$ cat config.mk
export PLATFORM = sky130hd
export DESIGN_NAME = sqrt_sequencer_flat
export DESIGN_NICKNAME = d
export VERILOG_FILES = /design/src/rtl/sqrt_pkg.sv /design/src/rtl/sqrt_sequencer_if.sv /design/src/rtl/bin_to_bcd_seq.sv /design/src/rtl/sqrt_sequencer.sv /design/src/flat_wrapper.sv
export SDC_FILE = /design/constraint.sdc
export NUM_CORES = 1
export LEC_CHECK = 0
export CORE_MARGIN = 3
export CORE_UTILIZATION = 67
export CTS_CLUSTER_SIZE = 30
export DETAILED_ROUTE_END_ITERATION = 6
export GPL_TIMING_DRIVEN = 0
export PLACE_DENSITY = 0.87
export REMOVE_ABC_BUFFERS = 1
export SYNTH_ARGS = -nofsm -noshare
export SYNTH_HDL_FRONTEND = slang
export SYNTH_SLANG_ARGS = --single-unit
$ cat constraint.sdc
create_clock -name clock -period 9.7 [get_ports clock]
set_input_delay 0.97 -clock clock [delete_from_list [all_inputs] [get_ports clock]]
set_output_delay 0.97 -clock clock [all_outputs]
set_load 0.02 [all_outputs]
$ cat src/rtl/sqrt_pkg.sv
// Shared constants, state encoding and helpers for the BCD square-root sequencer.
package sqrt_pkg;

  localparam int DIGITS      = 6;
  localparam int FRAC_DIGITS = 3;
  localparam int ROOT_BITS   = 20;
  localparam int ACC_W       = 40;
  localparam int BCD_W       = 4 * DIGITS;
  localparam int REM_W       = ROOT_BITS + 2;
  localparam int CNT_W       = 5;

  typedef logic [2:0] state_t;
  localparam state_t IDLE  = 3'd0;
  localparam state_t CONV  = 3'd1;
  localparam state_t SCALE = 3'd2;
  localparam state_t ROOT  = 3'd3;
  localparam state_t B2D   = 3'd4;
  localparam state_t DONE  = 3'd5;

  localparam logic [CNT_W-1:0] CONV_LAST  = CNT_W'(DIGITS - 1);
  localparam logic [CNT_W-1:0] SCALE_LAST = CNT_W'(2 * FRAC_DIGITS - 1);
  localparam logic [CNT_W-1:0] ROOT_LAST  = CNT_W'(ROOT_BITS - 1);

  function automatic logic bcd_valid(input logic [BCD_W-1:0] v);
    logic ok;
    ok = 1'b1;
    for (int i = 0; i < DIGITS; i++) begin
      if (v[4*i +: 4] > 4'd9) ok = 1'b0;
    end
    return ok;
  endfunction

  function automatic logic [3:0] dd_adjust(input logic [3:0] d);
    return (d >= 4'd5) ? d + 4'd3 : d;
  endfunction

endpackage

$ cat src/rtl/sqrt_sequencer_if.sv
// Start/busy/done handshake and operand/result bus between digit entry and display.
interface sqrt_sequencer_if;
  import sqrt_pkg::*;

  logic             start;
  logic [BCD_W-1:0] operand_bcd;
  logic             busy;
  logic             done;
  logic             error;
  logic [BCD_W-1:0] result_bcd;

  modport master (output start, output operand_bcd,
                  input busy, input done, input error, input result_bcd);
  modport slave  (input start, input operand_bcd,
                  output busy, output done, output error, output result_bcd);
endinterface

$ cat src/rtl/bin_to_bcd_seq.sv
// Sequential double dabble: one shift-add-3 step per asserted step cycle.
// bcd_o is the digit vector as it will be after the current step.
module bin_to_bcd_seq
  import sqrt_pkg::*;
(
  input  logic                 clock,
  input  logic                 reset,
  input  logic                 load,
  input  logic                 step,
  input  logic [ROOT_BITS-1:0] bin_i,
  output logic [BCD_W-1:0]     bcd_o
);

  logic [ROOT_BITS-1:0] bin_q, bin_d;
  logic [BCD_W-1:0]     bcd_q, bcd_d;
  logic [BCD_W-2:0]     bcd_adj;

  always_comb begin
    bcd_adj = '0;
    for (int i = 0; i < DIGITS - 1; i++) begin
      bcd_adj[4*i +: 4] = dd_adjust(bcd_q[4*i +: 4]);
    end
    // The top digit's carry-out would be shifted away, so only its low 3 bits matter.
    bcd_adj[BCD_W-2 -: 3] = 3'(dd_adjust(bcd_q[BCD_W-1 -: 4]));
    bcd_o = {bcd_adj, bin_q[ROOT_BITS-1]};

    bin_d = bin_q;
    bcd_d = bcd_q;
    if (load) begin
      bin_d = bin_i;
      bcd_d = '0;
    end else if (step) begin
      bin_d = {bin_q[ROOT_BITS-2:0], 1'b0};
      bcd_d = bcd_o;
    end
  end

  always_ff @(posedge clock) begin
    if (reset) begin
      bin_q <= '0;
      bcd_q <= '0;
    end else begin
      bin_q <= bin_d;
      bcd_q <= bcd_d;
    end
  end

endmodule

$ cat src/rtl/sqrt_sequencer.sv
// BCD entry -> floor(sqrt(N * 10^6)) as XXX.YYY BCD, through one shared
// accumulator: BCD-to-binary, scale, restoring root, then double dabble.
module sqrt_sequencer
  import sqrt_pkg::*;
(
  input  logic             clock,
  input  logic             reset,
  sqrt_sequencer_if.slave  bus
);

  state_t               state_q, state_d;
  logic [CNT_W-1:0]     cnt_q, cnt_d;
  logic [BCD_W-1:0]     op_q, op_d;
  logic [ACC_W-1:0]     acc_q, acc_d;
  logic [REM_W-1:0]     rem_q, rem_d;
  logic [ROOT_BITS-1:0] root_q, root_d;
  logic                 busy_q, busy_d;
  logic                 done_q, done_d;
  logic                 error_q, error_d;
  logic [BCD_W-1:0]     result_q, result_d;

  logic [REM_W+1:0]     rem_shift, trial;
  logic [REM_W-1:0]     rem_sub;
  logic                 take;
  logic [ROOT_BITS-1:0] root_next;
  logic                 b2d_load, b2d_step;
  logic [BCD_W-1:0]     b2d_bcd;

  // Restoring root step: the shifted partial remainder needs two bits more
  // than the register so the comparison never wraps.
  always_comb begin
    rem_shift = {rem_q, acc_q[ACC_W-1 -: 2]};
    trial     = {2'b00, root_q, 2'b01};
    take      = (rem_shift >= trial);
    rem_sub   = rem_shift[REM_W-1:0] - trial[REM_W-1:0];
    root_next = {root_q[ROOT_BITS-2:0], take};
  end

  bin_to_bcd_seq u_b2d (
    .clock (clock),
    .reset (reset),
    .load  (b2d_load),
    .step  (b2d_step),
    .bin_i (root_next),
    .bcd_o (b2d_bcd)
  );

  always_comb begin
    // NOTE: every signal gets a hold/idle default before the case so no path leaves it unassigned (no latches).
    state_d  = state_q;
    cnt_d    = cnt_q;
    op_d     = op_q;
    acc_d    = acc_q;
    rem_d    = rem_q;
    root_d   = root_q;
    done_d   = 1'b0;
    error_d  = error_q;
    result_d = result_q;
    b2d_load = 1'b0;
    b2d_step = 1'b0;

    case (state_q)
      IDLE: begin
        if (bus.start) begin
          op_d   = bus.operand_bcd;
          acc_d  = '0;
          rem_d  = '0;
          root_d = '0;
          cnt_d  = '0;
          if (bcd_valid(bus.operand_bcd)) begin
            state_d = CONV;
          end else begin
            state_d  = DONE;
            done_d   = 1'b1;
            error_d  = 1'b1;
            result_d = '0;
          end
        end
      end
      CONV: begin
        acc_d = acc_q * ACC_W'(10) + ACC_W'(op_q[BCD_W-1 -: 4]);
        op_d  = op_q << 4;
        cnt_d = cnt_q + CNT_W'(1);
        if (cnt_q == CONV_LAST) begin
          state_d = SCALE;
          cnt_d   = '0;
        end
      end
      SCALE: begin
        acc_d = acc_q * ACC_W'(10);
        cnt_d = cnt_q + CNT_W'(1);
        if (cnt_q == SCALE_LAST) begin
          state_d = ROOT;
          cnt_d   = '0;
        end
      end
      ROOT: begin
        rem_d  = take ? rem_sub : rem_shift[REM_W-1:0];
        root_d = root_next;
        acc_d  = acc_q << 2;
        cnt_d  = cnt_q + CNT_W'(1);
        if (cnt_q == ROOT_LAST) begin
          state_d  = B2D;
          cnt_d    = '0;
          b2d_load = 1'b1;
        end
      end
      B2D: begin
        b2d_step = 1'b1;
        cnt_d    = cnt_q + CNT_W'(1);
        if (cnt_q == ROOT_LAST) begin
          state_d  = DONE;
          cnt_d    = '0;
          done_d   = 1'b1;
          error_d  = 1'b0;
          result_d = b2d_bcd;
        end
      end
      DONE:    state_d = IDLE;
      default: state_d = IDLE;
    endcase

    busy_d = (state_d == CONV) || (state_d == SCALE) ||
             (state_d == ROOT) || (state_d == B2D);
  end

  always_ff @(posedge clock) begin
    if (reset) begin
      state_q  <= IDLE;
      cnt_q    <= '0;
      op_q     <= '0;
      acc_q    <= '0;
      rem_q    <= '0;
      root_q   <= '0;
      busy_q   <= 1'b0;
      done_q   <= 1'b0;
      error_q  <= 1'b0;
      result_q <= '0;
    end else begin
      state_q  <= state_d;
      cnt_q    <= cnt_d;
      op_q     <= op_d;
      acc_q    <= acc_d;
      rem_q    <= rem_d;
      root_q   <= root_d;
      busy_q   <= busy_d;
      done_q   <= done_d;
      error_q  <= error_d;
      result_q <= result_d;
    end
  end

  assign bus.busy       = busy_q;
  assign bus.done       = done_q;
  assign bus.error      = error_q;
  assign bus.result_bcd = result_q;

endmodule
$ cat src/flat_wrapper.sv
// flat-port wrapper written by rule: the top's interface ports become plain ports
module sqrt_sequencer_flat import sqrt_pkg::*;
  (clock, reset, bus_start, bus_operand_bcd, bus_busy, bus_done, bus_error, bus_result_bcd);
  sqrt_sequencer_if bus_i ();
  input  logic clock;
  input  logic reset;
  input wire logic [$bits(bus_i.start)-1:0] bus_start;
  input wire logic [$bits(bus_i.operand_bcd)-1:0] bus_operand_bcd;
  output wire logic [$bits(bus_i.busy)-1:0] bus_busy;
  output wire logic [$bits(bus_i.done)-1:0] bus_done;
  output wire logic [$bits(bus_i.error)-1:0] bus_error;
  output wire logic [$bits(bus_i.result_bcd)-1:0] bus_result_bcd;
  assign bus_i.start = bus_start;
  assign bus_i.operand_bcd = bus_operand_bcd;
  assign bus_busy = bus_i.busy;
  assign bus_done = bus_i.done;
  assign bus_error = bus_i.error;
  assign bus_result_bcd = bus_i.result_bcd;
  sqrt_sequencer u_core (.clock(clock), .reset(reset), .bus(bus_i));
endmodule
==> reports/metrics.csv, run 1 <==
stage,metric,value,unit
final_layout,P&R area growth vs syn,10.3,%
logic_synthesis,synthesized cell area,12600,sq um
logic_synthesis,largest cells by area after synthesis,"dfxtp_1 29%, ha_1 11%, a21oi_1 7.1%, nand2_1 5.8%, nor2_1 5.2%",
detailed_routing,drt total wl,30.8,mm
pwr,VDD IR-drop max,0.115,mV
clock_network,Root Driver,clkbuf_16,
run_status,failing checks,DRC,
pwr,logic gate share of total power,8.7,%
final_layout,share of post-route cells with drive strength above 1,5.22,%
final_layout,Final Util,76.2,%
setup_path,CP Class,reg2reg,
sta,Tightest Pin Transition,1.27,ns
clock_network,clk buf depth,2,
final_layout,Final nets,1736,
detailed_routing,Vias,12025,
detailed_routing,TritonRoute pass-1 iters,7,
grt,vias in the first global route,11280,
placed_design,# port buffers,53,
pwr,Clk pwr share,43.1,%
grt,initial antenna violation count,0,
logic_synthesis,sequential share of the synthesized area,29.4,%
detailed_routing,post-route ant nets,0,
sta,Final period util,44.8,%
placed_design,GPL Wtd Cong,0.960,
pwr,internal power,0.00120,W
sta,Final setup viols,0,
clock_network,postcts setup bufs,0,
logic_synthesis,Synth top cells by count,"196 x nand2_1, 185 x dfxtp_1, 178 x a21oi_1, 175 x nor2_1, 110 x ha_1",
clock_network,"CTS clk-pin slew, worst paths",0.08,ns
logic_synthesis,"Primary FF master, synth",dfxtp_1,
setup_path,R2R depth,14,
logic_synthesis,top-area cell type share of the netlist area,29.4,%
placed_design,placed cell count,1807,
worst_hold_path,WHS Endpoint,u_core.op_q[8],
die,DIE AREA,20500,sq um
setup_path,r2r setup slk,5.35,ns
placed_design,DPL Wire Length,21.8,mm
pwr,P_sw,0.000430,W
final_layout,Finished Layout Cells,1839,
sta,Final Hold Vio Count,0,
die,Die Ht,143,microns
final_layout,number of diodes,0,
logic_synthesis,Synthesis Warnings,0,
sta,f_max,0.230,GHz
grt,grt ovf,0,
detailed_routing,DRC Markers,10,
placed_design,placed cell area,13300,sq um
grt,largest net degree at the start of global routing,104,
worst_hold_path,Hold Crit Depth,2,
pwr,switching share of power,26.3,%
pwr,sequential power share,48.1,%
clock_network,Post-CTS Hold Buffers,0,
logic_synthesis,"Avg Cell Area, Syn",7.84,sq um
sta,Final TNS setup,0,ns
pwr,Leak,5.72,nW
logic_synthesis,Yosys reg bits,185,
detailed_routing,DR vias/cell,6.54,
clock_network,Skew-Pair Late Insertion Delay,0.44,ns
final_layout,Final Instance Area,13900,sq um
logic_synthesis,post-synthesis instance total,1605,
worst_hold_path,worst hold path startpoint,u_core.op_q[8],
clock_network,TritonCTS Buffers,17,
setup_path,CP max FO,6,
sta,RSZ-0062 raised after global routing,false,
sta,Clock Skews,0.0136,ns
setup_path,"Req. time, crit path",10.06,ns
setup_path,reg2reg start,u_core.acc_q[1],
sta,Final Max Tran Viols,0,
clock_network,CTS tree,done,
die,Core ar.,18200,sq um
detailed_routing,Wirelength per Cell,16.8,microns
logic_synthesis,"Distinct cells, synth",85,
setup_path,Critical Path Sink Type,flip-flop,
setup_path,reg2reg end,u_core.acc_q[36],
grt,Total GRT Usage,29.7,%
logic_synthesis,Post-synth EDFFs,0,
setup_path,CP arrival,4.71,ns
clock_network,htree depth,4,
flow_run,Max-Cap Viols,0,
die,Core Rows,49,
die,Die Span X,143,microns
die,initial cell density of the core,69.1,%
sta,Final min period,4.35,ns
clock_network,post-CTS sizing,0,
logic_synthesis,dominant cell type by area after synthesis,dfxtp_1,
clock_network,Clock Sinks,185,
sta,Rel. slew slack,15.3,%
detailed_routing,DRT iter0 DRCs,957,
die,# IOs,54,
pwr,Pwr Density,118,nW/um^2
logic_synthesis,Synth async-reset ratio,0,%
run_status,outcome,"complete, but fails checks",
worst_hold_path,min-delay worst type,reg2reg,
setup_path,CP Launch Type,flip-flop,
logic_synthesis,top-count cell post-synth,nand2_1,
grt,first-pass GRT wire length,51.5,mm
## routing by layer
metal	GRT usage (%)	wire [microns]	vias to the layer above
met5	0	0	-
met4	10.5	631	0
met3	3.92	1640	68
met2	51.7	15300	414
met1	37.8	13300	5712
li1	-	-	5831
## power groups by stage
stage                     logic (W)  registers (W)  clock network [W]
after floorplan           0.0000765       0.000801                  0
after global placement     0.000127       0.000802                  0
after detailed placement   0.000140       0.000803                  0
after CTS                  0.000142       0.000786           0.000706
after global routing       0.000156       0.000788           0.000746
final                      0.000143       0.000786           0.000705
## state kept, by name, summed over array words and instances, names as in the netlist, 5 cells and up
name	flops
u_core.acc_q	40
u_core.bus.result_bcd	24
u_core.op_q	24
u_core.u_b2d.bcd_q	24
u_core.rem_q	22
u_core.root_q	20
u_core.u_b2d.bin_q	20
u_core.cnt_q	5
## cells in the final DEF (no fill, tap or decap), types with 7 or more instances in the layout
cell / n
a21oi_1: 178
a221oi_1: 7
or3_1: 11
and3_1: 11
a31oi_1: 13
a211oi_1: 13
nor2_1: 174
a222oi_1: 29
xnor2_1: 44
nand4_1: 20
inv_1: 46
nand2b_1: 14
a311oi_1: 15
and2_1: 11
clkdlybuf4s50_1: 52
clkbuf_16: 17
nand2_1: 195
nor4_1: 12
xor2_1: 35
dfxtp_1: 185
o21a_1: 22
nor2b_1: 8
nor3_1: 33
nand3_1: 41
o211ai_1: 10
a22oi_1: 29
ha_1: 110
o21ai_0: 65
mux2i_1: 35
o21bai_1: 9
a21o_1: 34
## area by class of cell
type	instances	area (sq um)
Fill cell	1350	4330
Clock buffer	20	467
Inverter	47	176
Multi-Input combinational cell	1282	8400
Tap cell	229	287
Sequential cell	185	3700
Timing Repair Buffer	64	718
Clock inverter	12	129
## cell families after synthesis
kind of cell	share of synthesized area (%)
DFF	29.4
buffers and inverters	4.24
and+or+nand+nor	21.7
adders and majority gates	11.3
AOI/OAI and AO/OA	24.5
muxes	2.96
xor gates and xnor gates	5.89
## critical path, stage by stage (launching register included)
cell and delay, ns:
dfxtp_1 0.48, ha_1 0.28, ha_1 0.26, fa_1 0.44, a211oi_2 0.32, o211ai_1 0.18, nand3_1 0.21, a31oi_1 0.25
a211oi_1 0.35, xnor2_1 0.27, nand3_1 0.21, nor3_1 0.30, nand4_1 0.20, or3_1 0.35, a31oi_1 0.16
## how the worst max path moves through the flow
stage | cells after the start | to | slack, ns | start
after global placement | 4 | u_core.rem_q[21] | 1.68 | reset
after CTS | 14 | u_core.acc_q[32] | 5.40 | u_core.acc_q[1]
after global routing | 14 | u_core.acc_q[36] | 5.01 | u_core.acc_q[1]
after floorplan | 5 | u_core.u_b2d.bcd_q[10] | 4.84 | u_core.state_q[0]
after detailed placement | 14 | u_core.acc_q[32] | 5.43 | u_core.acc_q[1]
final | 14 | u_core.acc_q[36] | 5.35 | u_core.acc_q[1]
## metrics by stage
stage,total power (W),worst slack [ns],hold slack (ns)
after detailed placement,0.000943,5.43,0.448
after global routing,0.00169,5.01,0.479
after global placement,0.000929,1.68,0.441
after CTS,0.00163,5.40,0.458
after floorplan,0.000877,4.84,0.418
final,0.00163,5.35,0.456
No activity file was read; power rests on OpenSTA's default activity.
==> run 2, diff against run 1 <==
--- a/config.mk
+++ b/config.mk
@@ -6,11 +6,11 @@
 export NUM_CORES = 1
 export LEC_CHECK = 0
 export CORE_MARGIN = 3
-export CORE_UTILIZATION = 67
+export CORE_UTILIZATION = 56
 export CTS_CLUSTER_SIZE = 30
 export DETAILED_ROUTE_END_ITERATION = 6
 export GPL_TIMING_DRIVEN = 0
-export PLACE_DENSITY = 0.87
+export PLACE_DENSITY = 0.77
 export REMOVE_ABC_BUFFERS = 1
 export SYNTH_ARGS = -nofsm -noshare
 export SYNTH_HDL_FRONTEND = slang
==> constraint.sdc (replaced) <==
create_clock -name clock -period 3.61 [get_ports clock]
set_input_delay 0.361 -clock clock [delete_from_list [all_inputs] [get_ports clock]]
set_output_delay 0.361 -clock clock [all_outputs]
set_load 0.02 [all_outputs]
==> run 2 against run 1 <==
  * The flow finishes with violations (DRC, setup timing)
  * Via count decreased by 0.32%
  * Flip-flop and latch count unchanged
  * Core utilization decreased by 8.5 points
  * Fmax increased by 14%
  * Largest power group unchanged
==> reports/metrics.csv, run 2 (same netlist as run 1, synthesis figures left out) <==
stage,metric,value,unit,change
clock_network,htree depth,4,,unchanged
pwr,Leak,6.07,nW,+6.1%
detailed_routing,Wirelength per Cell,16.7,microns,-0.31%
run_status,failing checks,"DRC, setup timing",,
flow_run,Max-Cap Viols,0,,unchanged
die,Core Rows,54,,+10%
detailed_routing,met3 WL post-DR,1.51,mm,-7.7%
sta,Final setup viols,11,,+11
pwr,Clk pwr share,41.8,%,-1.3 points
pwr,switching share of power,27.6,%,+1.4 points
clock_network,clk buf depth,2,,unchanged
setup_path,CP Class,reg2reg,,
pwr,internal power,0.00312,W,+160%
sta,Final min period,3.82,ns,-0.534 ns
clock_network,CTS tree,done,,
final_layout,Largest Register,u_core.acc_q,,
placed_design,placed cell area,13400,sq um,+0.57%
grt,Total GRT Usage,25.9,%,-3.8 points
grt,initial antenna violation count,0,,unchanged
setup_path,CP max-delay cell,or4_4,,
clock_network,Skew-Pair Late Insertion Delay,0.44,ns,about the same
sta,Tightest Pin Transition,1.27,ns,-0.000951 ns
pwr,logic gate share of total power,9.2,%,+0.5 points
grt,vias in the first global route,11303,,+0.20%
final_layout,"commonest non-fill, non-tap cell in the layout",nand2_1,,
pwr,Pwr Density,290,nW/um^2,+150%
die,Die Ht,156,microns,+9.0%
detailed_routing,DRT iter0 DRCs,1089,,+14%
sta,Worst Hold Slack,0.254,ns,-0.202 ns
final_layout,Finished Layout Cells,1927,,+4.8%
final_layout,Final nets,1773,,+2.1%
detailed_routing,drt total wl,32.2,mm,+4.5%
setup_path,CP max FO,4,,-2
final_layout,Final Util,67.8,%,-8.5 points
setup_path,CP Launch Type,flip-flop,,
detailed_routing,DR vias/cell,6.22,,-4.9%
detailed_routing,DRC Markers,7,,-3
final_layout,P&R area growth vs syn,18.3,%,
setup_path,buffers and inverters on the worst path,0,,unchanged
placed_design,placed cell count,1859,,+2.9%
sta,Clock Skews,0.0187,ns,+0.00518 ns
clock_network,TritonCTS Buffers,17,,unchanged
final_layout,most frequent cells in the layout,"193 x nand2_1, 178 x dfxtp_1, 167 x nor2_1, 166 x a21oi_1, 91 x ha_1",,
sta,Rel. slew slack,15.4,%,+0.063 points
sta,Final TNS setup,-1.02,ns,-1.02 ns
setup_path,Critical Path Sink Type,flip-flop,,
clock_network,"CTS clk-pin slew, worst paths",0.07,ns,about the same
placed_design,GPL Wtd Cong,0.872,,-9.2%
die,initial cell density of the core,57.3,%,-12 points
setup_path,critical path's top delay family,simple AND/OR/NAND/NOR gates,,
final_layout,fill cell count,1777,,+32%
sta,Final Max Tran Viols,0,,unchanged
die,Core ar.,22000,sq um,+21%
pwr,sequential power share,48.9,%,+0.8 points
detailed_routing,WL met1,14.3,mm,+7.4%
grt,grt ovf,0,,unchanged
die,DIE AREA,24300,sq um,+19%
clock_network,Clock Sinks,185,,unchanged
final_layout,share of post-route cells with drive strength above 1,12.9,%,+7.7 points
pwr,P_sw,0.00119,W,+180%
setup_path,worst-path cell chain,ha_4 -> ha_4 -> fa_2 -> a211oi_4 -> o21ai_4 -> xor2_2 -> nand2_1 -> or4_4 -> nor4_4 -> and2b_2 -> nand2_1 -> and4b_2 -> and3_1 -> o221ai_1,,
clock_network,Root Driver,clkbuf_16,,
sta,Final Hold Vio Count,0,,unchanged
detailed_routing,met2 WL,15.9,mm,+4.1%
detailed_routing,post-route ant nets,0,,unchanged
placed_design,# port buffers,53,,unchanged
sta,Final period util,106,%,+61 points
final_layout,Final Instance Area,14900,sq um,+7.2%
sta,final worst slack,-0.206,ns,-5.56 ns
die,# IOs,54,,unchanged
detailed_routing,uppermost layer routed,met4,,
sta,RSZ-0062 raised after global routing,true,,
detailed_routing,Vias,11987,,-0.32%
final_layout,number of diodes,0,,unchanged
run_status,outcome,"complete, but fails checks",,
worst_hold_path,min-delay worst type,in2reg,,
pwr,VDD IR-drop max,0.253,mV,+120%
setup_path,"Req. time, crit path",3.91,ns,-6.15 ns
final_layout,number of flip-flops under the largest register name,40,,unchanged
grt,largest net degree at the start of global routing,116,,+12%
detailed_routing,TritonRoute pass-1 iters,7,,unchanged
die,Die Span X,156,microns,+9.0%
placed_design,DPL Wire Length,21.8,mm,about the same
setup_path,CP arrival,4.12,ns,-0.59 ns
grt,first-pass GRT wire length,53.7,mm,+4.2%
setup_path,worst stage delay on the critical path,0.61,ns,+0.13 ns
sta,f_max,0.262,GHz,+14%
## run 2: path summary, 6_finish.rpt
kind / from / to / slack (ns) / cells past startpoint
worst min-delay path: reset / u_core.bus.result_bcd[19] / 0.25 / 2
worst min register to register: u_core.op_q[5] / u_core.op_q[5] / 0.46 / 2
worst max-delay path: u_core.acc_q[1] / u_core.acc_q[39] / -0.21 / 14
worst max register to register: u_core.acc_q[1] / u_core.acc_q[39] / -0.21 / 14
## run 2: final cells by class
type | instances | area [sq um] | area share [%]
clock inverter | 15 | 134 | 0.900
clock buffer | 17 | 425 | 2.86
sequential | 185 | 3720 | 25.0
multi-input combinational | 1282 | 9040 | 60.8
inverter | 47 | 176 | 1.19
timing repair buffer | 101 | 1030 | 6.94
tap | 280 | 350 | 2.35
## run 2: timing repair
item	in CTS	in global routing
gates cloned	0	1
hold buffers	0	0
endpoints found under the setup margin	46	37
gates resized for setup	90	44
setup buffers	23	14
pin swaps	38	32
## run 2: stage by stage
stage / total power [W] / setup slack (ns)
3_5_place_dp: 0.00254 / -0.714
6_report: 0.00431 / -0.206
4_1_cts: 0.00433 / -0.186
3_3_place_gp: 0.00250 / -3.96
2_1_floorplan: 0.00236 / -1.25
5_1_grt: 0.00446 / -0.377
## run 2: worst reg2reg max path: stages (launching register included)
cell	delay, ns
dfxtp_4	0.36
ha_4	0.25
ha_4	0.17
fa_2	0.39
a211oi_4	0.29
o21ai_4	0.13
xor2_2	0.22
nand2_1	0.12
or4_4	0.61
nor4_4	0.30
and2b_2	0.21
nand2_1	0.05
and4b_2	0.31
and3_1	0.17
o221ai_1	0.10
## run 2: power by group through the flow
stage / sequential, W / clock, W / combinational (W)
2_1_floorplan: 0.00215 / 0 / 0.000206
4_1_cts: 0.00211 / 0.00183 / 0.000393
3_3_place_gp: 0.00216 / 0 / 0.000348
5_1_grt: 0.00212 / 0.00191 / 0.000434
6_report: 0.00211 / 0.00180 / 0.000397
3_5_place_dp: 0.00216 / 0 / 0.000384
## run 2: metal layers
metal,global-route usage [%],vias up
met3,3.99,49
met5,0,-
li1,-,5883
met4,7.06,0
met2,44.1,358
met1,34.2,5697
